$ cat src/rtl/mac_stream_acc.sv
// mac_stream_acc: pipelined multiply-accumulate lane producing one dot product per in_last-delimited vector
// Ports:
//   clk, rst                 clock (rising edge), asynchronous active-low reset
//   in_valid/in_ready        operand stream handshake; in_ready = !res_valid || res_ready
//   a_i, b_i, in_last        operand pair and end-of-vector marker
//   res_valid/res_ready      result stream handshake with backpressure
//   res_data, res_ovf        completed dot product and its sticky overflow flag
//   acc_o                    running accumulator (0 right after a vector completes)
module mac_stream_acc #(
  parameter int A_W      = 8,
  parameter int B_W      = 8,
  parameter int ACC_W    = 32,
  parameter bit A_SIGNED = 1'b1,
  parameter bit B_SIGNED = 1'b0,
  parameter bit SATURATE = 1'b0
) (
  input  logic             clk,
  input  logic             rst,
  input  logic             in_valid,
  output logic             in_ready,
  input  logic [A_W-1:0]   a_i,
  input  logic [B_W-1:0]   b_i,
  input  logic             in_last,
  output logic             res_valid,
  input  logic             res_ready,
  output logic [ACC_W-1:0] res_data,
  output logic             res_ovf,
  output logic [ACC_W-1:0] acc_o
);
  localparam int PW = A_W + B_W;
  localparam bit RS = A_SIGNED || B_SIGNED;

  if (ACC_W < PW) begin : g_width_chk
    $error("mac_stream_acc: ACC_W must be >= A_W+B_W");
  end

  logic             en, ovf, done;
  logic [PW-1:0]    a_x, b_x, prod;
  logic [ACC_W-1:0] p_ext, base, sum, sat_v;
  logic [ACC_W:0]   sum_w;
  logic             p_vld_q, p_vld_d, p_last_q, p_last_d;
  logic [PW-1:0]    p_q, p_d;
  logic [ACC_W-1:0] acc_q, acc_d, res_data_q, res_data_d;
  logic             first_q, first_d, ovf_acc_q, ovf_acc_d;
  logic             res_valid_q, res_valid_d, res_ovf_q, res_ovf_d;

  always_comb begin
    en    = !res_valid_q || res_ready;
    // Each operand is extended by its own signedness; the PW-bit product is exact either way.
    a_x   = A_SIGNED ? PW'($signed(a_i)) : PW'(a_i);
    b_x   = B_SIGNED ? PW'($signed(b_i)) : PW'(b_i);
    prod  = a_x * b_x;
    p_ext = RS ? ACC_W'($signed(p_q)) : ACC_W'(p_q);
    // The first pair of a vector ignores whatever is left in acc_q.
    base  = first_q ? '0 : acc_q;
    sum_w = RS ? {base[ACC_W-1], base} + {p_ext[ACC_W-1], p_ext} : {1'b0, base} + {1'b0, p_ext};
    ovf   = RS ? (sum_w[ACC_W] != sum_w[ACC_W-1]) : sum_w[ACC_W];
    // sum_w[ACC_W] is the true sign of the signed sum, so it picks min vs max on overflow.
    sat_v = RS ? {sum_w[ACC_W], {(ACC_W-1){~sum_w[ACC_W]}}} : '1;
    sum   = (SATURATE && ovf) ? sat_v : sum_w[ACC_W-1:0];
    done  = en && p_vld_q && p_last_q;
    p_vld_d    = p_vld_q;
    p_last_d   = p_last_q;
    p_d        = p_q;
    acc_d      = acc_q;
    first_d    = first_q;
    ovf_acc_d  = ovf_acc_q;
    res_data_d = res_data_q;
    res_ovf_d  = res_ovf_q;
    if (en) begin
      p_vld_d = in_valid;
      if (in_valid) begin
        p_d      = prod;
        p_last_d = in_last;
      end
    end
    if (en && p_vld_q) begin
      ovf_acc_d = (!first_q && ovf_acc_q) || ovf;
      acc_d     = p_last_q ? '0 : sum;
      first_d   = p_last_q;
    end
    // A new completion in the same cycle as a handshake keeps res_valid high.
    res_valid_d = done || (res_valid_q && !res_ready);
    if (done) begin
      res_data_d = sum;
      res_ovf_d  = ovf_acc_d;
    end
  end

  always_ff @(posedge clk or negedge rst) begin
    if (!rst) begin
      p_vld_q     <= 1'b0;
      p_last_q    <= 1'b0;
      p_q         <= '0;
      acc_q       <= '0;
      first_q     <= 1'b1;
      ovf_acc_q   <= 1'b0;
      res_valid_q <= 1'b0;
      res_data_q  <= '0;
      res_ovf_q   <= 1'b0;
    end else begin
      p_vld_q     <= p_vld_d;
      p_last_q    <= p_last_d;
      p_q         <= p_d;
      acc_q       <= acc_d;
      first_q     <= first_d;
      ovf_acc_q   <= ovf_acc_d;
      res_valid_q <= res_valid_d;
      res_data_q  <= res_data_d;
      res_ovf_q   <= res_ovf_d;
    end
  end

  assign in_ready  = en;
  assign res_valid = res_valid_q;
  assign res_data  = res_data_q;
  assign res_ovf   = res_ovf_q;
  assign acc_o     = acc_q;
endmodule

$ cat config.mk
export PLATFORM = sky130hd
export DESIGN_NAME = mac_stream_acc
export DESIGN_NICKNAME = d
export VERILOG_FILES = /design/src/rtl/mac_stream_acc.sv
export SDC_FILE = /design/constraint.sdc
export NUM_CORES = 1
export LEC_CHECK = 0
export ABC_AREA = 0
export BUFFER_PORTS_ARGS = -buffer_cell sky130_fd_sc_hd__buf_4
export CORE_UTILIZATION = 25
export DETAILED_ROUTE_END_ITERATION = 10
export GPL_TIMING_DRIVEN = 0
export HOLD_SLACK_MARGIN = 0.15
export PLACE_DENSITY = 0.5
export RECOVER_POWER = 50
export SLEW_MARGIN = 20
export SYNTH_ARGS = -nofsm -noshare
export SYNTH_HDL_FRONTEND = slang
export SYNTH_SLANG_ARGS = --single-unit
$ cat constraint.sdc
create_clock -name clk -period 6.1 [get_ports clk]
set_clock_uncertainty 0.05 [all_clocks]
set_input_delay 0.61 -clock clk [delete_from_list [all_inputs] [get_ports clk]]
set_output_delay 0.61 -clock clk [all_outputs]
set_load 0.01 [all_outputs]
## After elaboration in Yosys (flattened, before gate mapping)

Index checks and enable logic that the tools add are counted.

| word-level totals | value |
|---|---|
| register bits | 86 |
| input bits | 21 |
| output and inout port bits | 67 |
| logic and storage cells | 26 |

| operators by class | value |
|---|---|
| $add $sub $neg | 1 |
| multiply operators | 1 |
| equality and inequality tests | 1 |
| mux-type cells | 3 |
| reduce and logical (&&, ||, !) cells | 11 |

Operators by type and width:

| kind | number |
|---|---|
| two-way mux 32 bit | 2 |
| adder 32 x 16 -> 33 bit | 1 |
| multiplier 8 x 9 -> 16 bit | 1 |
| logical AND 1 bit | 4 |
| zero test 1 bit | 3 |
| logical OR 1 bit | 3 |
| AND reduction 2 bit | 1 |
| two-way mux 1 bit | 1 |
| inequality test 1 bit | 1 |

## Longest topological paths before layout

| depth | value |
|---|---|
| word-level depth | 5 |
| mapped depth | 20 |
| depth with buffers taken out | 20 |

## Worst setup path after synthesis

OpenSTA, ideal clock, no wires.

| timing | value |
|---|---|
| path kind | input to register |
| start point | input b_i[0] |
| end point | register p_q[14] |
| setup time | 0.096 ns |
| arrival | 4.441 ns |
| required time | 5.954 ns |
| slack | 1.513 ns |
| cell stages on the path | 16 |
| buffers on the path | 0 |
| cell sequence | nand2b_1 -> fa_1 -> fa_1 -> inv_1 -> fa_1 -> inv_1 -> fa_1 -> inv_1 -> ha_1 -> o21ai_0 -> a21boi_0 -> o21ai_0 -> a21boi_0 -> o211a_1 -> o21a_1 -> o31ai_1 |

| between the ends | value |
|---|---|
| cells in the longest elaborated chain, start to end | 1 |

Ends and longest elaborated chain:

| element | RTL line | source |
|---|---|---|
| from (decl) | 22 | `input logic [B_W-1:0] b_i,` |
| multiplier 8 x 9 -> 16 bit | 52 | `prod = a_x * b_x;` |
| to (signal assigned) | 104 | `p_q <= p_d;` |
| to (decl) | 42 | `logic [PW-1:0] p_q, p_d;` |

Every way passes these cells.
A chain may end at the register's enable or synchronous reset.

## Final worst setup path

Ends and elaborated chain as after synthesis.

==> out/results.txt <==
first-pass GRT wire length - 30700 µm
Slew headroom - -63.3%
critical path fanouts, max - 8
DRC viols - 0
initial antenna violation count - 0
# diodes - 0
CTS Buffer Depth - 2
Die X - 172 µm
peak supply drop - 117 µV
simple-gate area share of the yosys netlist - 16.3%
gate count after technology mapping - 772
pre-CTS setup slack - 1090 ps
r2r worst-path depth - 12
wire length per cell - 15.1 µm
Unique masters post-synth - 52
Leak - 0.00401 µW
clk_lat worst skew - 350 ps
largest net degree at the start of global routing - 46
# setup viols final - 0
Post-CTS Hold Buffers - 0
vias in the first global route - 5590
worst-margin pin slew - 2450 ps
TNS Setup - 0 ps
Req. time, crit path - 6310 ps
TritonCTS Buffers - 9
RSZ-0062 raised after global routing - no
period utilization - 75.6%
# H-tree levels - 3
main combinational cell family by area after synthesis - adder cells
layout cells sized above 1 - 12.9%
clock-pin slew on the worst setup and hold paths - 70 ps
TritonCTS clock tree - built
Syn Area/Cell - 9.31 µm²
PwrDens - 440 mW/mm²
Via density - 4.50
Post-synth EDFFs - 0
fraction of registers with async set/reset - 100%
sequential fraction of the synthesis area - 30.0%
Yosys warning total - 0
Yosys reg bits - 86
Final Worst Setup Slack - 1490 ps
startpoint types - input port
CTS Root Cell - clkbuf_16
die area - 0.0294 mm²
Initial Utilization - 25.7%
Final #Nets - 1002
maxcap violations - 2
multiplexer share of the synthesized area - 3.76%
CP Class - in2reg
Area growth syn-to-layout - 18.3%
reg2reg setup slack - 2540 ps
final HPWL from detailed placement - 15100 µm
Cells after DPL - 1238
xor-xnor portion of the synthesized cell area - 4.75%
Clock Sinks - 86
Port-buffer cells - 87
WP data arrival - 4830 ps
Post-Synthesis Cell Area - 0.00719 mm²
Hold WS - 433 ps
worst min path class - reg2reg
Slew Limit Fails - 89
# Post-CTS Setup Buffers - 0
Final Hold Viols - 0
TritonRoute pass-1 iters - 4
Die Ht - 172 µm
min Tclk post-route - 4610 ps
Fmax - 217 MHz
Synth Net Count - 903
Core ar. - 0.0280 mm²
1st-iter DRT viols - 264
row cnt - 61
grt ovf - 0
post-synthesis compound-gate area fraction - 17.2%
Crit. End Element - flip-flop
most frequent cells in the layout - nand2_1, dfrtp_1, ha_1
adder-cell share of the synthesized area - 23.1%
failing checks - capacitance limit, slew limit
post-cts resize count - 0
ANT nets after route - 0
# IOs - 88
status - finished with violations
all-layer global routing usage - 13.5%
Vias - 5649
most common cell after layout, fill and taps aside - nand2_1
DRT Wirelength - 18900 µm
cell depth of the worst hold path - 2
Non-Filler Instances - 1254
routability congestion estimate - 0.848
main flop type after synthesis - dfrtp_1
==> synthesized netlist by cell type (all sizes together) (4+ instances only) <==
cell | instances | area share, %
fa | 38 | 11
and3 | 5 | 0.44
o21a | 6 | 0.63
nor2 | 23 | 1.2
mux2 | 24 | 3.8
a22o | 19 | 2.3
o31ai | 10 | 1.1
nand3 | 10 | 0.70
and2 | 43 | 3.7
dfrtp | 85 | 30
a21oi | 43 | 3.2
ha | 72 | 13
nand4 | 5 | 0.44
a21o | 13 | 1.4
nor2b | 35 | 3.0
inv | 67 | 3.5
nand2 | 91 | 4.8
nand2b | 5 | 0.44
o21ai | 60 | 4.2
xnor2 | 25 | 3.0
a21boi | 4 | 0.42
a211oi | 10 | 1.3
nor3 | 12 | 0.91
xor2 | 14 | 1.7
clkbuf | 23 | 1.2
==> power by group <==
group          total, µW  internal, µW  switching (µW)
clock network        584           328             256
registers            994           813             181
logic               2160           913            1240
total               3740          2050            1680
==> worst paths after layout <==
path	end	start
max	p_q[14]	b_i[0]
min	res_data[26]	res_data[26]
max reg2reg	res_data[31]	first_q
min reg2reg	res_data[26]	res_data[26]
max in group asynchronous	acc_o[7]	rst
min in group asynchronous	acc_o[27]	rst
==> logic make-up after synthesis <==
| family | after synthesis |
|---|---|
| DFF | 86 |
| xor gates and xnor gates | 39 |
| buffers and inverters | 93 |
| adders and majority gates | 110 |
| and+or+nand+nor | 236 |
| muxes | 24 |
| AOI/OAI and AO/OA | 184 |
==> metal layers <==
layer | wire length (µm) | GRT usage [%] | up-vias
li1 | - | - | 2841
met1 | 9230 | 18.2 | 2690
met2 | 8760 | 22.5 | 106
met3 | 748 | 1.79 | 12
met4 | 183 | 3.61 | 0
met5 | 0 | 0 | -
==> critical path, cell delays in order <==
cell	delay [ps]
buf_4	140
nand2b_1	160
fa_1	510
fa_1	540
inv_1	50
fa_1	520
inv_1	50
fa_1	520
inv_1	40
ha_1	320
o21ai_0	140
a21boi_0	170
o21ai_0	220
a21boi_0	190
o211a_1	270
o21a_1	170
o31ai_1	200
==> layout make-up <==
type / instances / area [µm²]
tap: 378 / 473
inverter: 67 / 251
fill: 3029 / 19500
sequential: 86 / 2150
buffer: 26 / 100
clock buffer: 9 / 225
clock inverter: 7 / 86.3
timing repair buffer: 88 / 529
multi-input combinational: 593 / 4680
==> through the flow <==
| stage | utilization (%) | instance area (µm²) | power [µW] |
|---|---|---|---|
| after floorplan | - | 7190 | 2490 |
| after global placement | 29.7 | 8310 | 3250 |
| after detailed placement | 29.8 | 8340 | 3280 |
| after CTS | 30.9 | 8650 | 3880 |
| after global routing | 30.3 | 8500 | 4100 |
| final | 30.3 | 8500 | 3740 |
No activity file was read; power rests on OpenSTA's default activity.
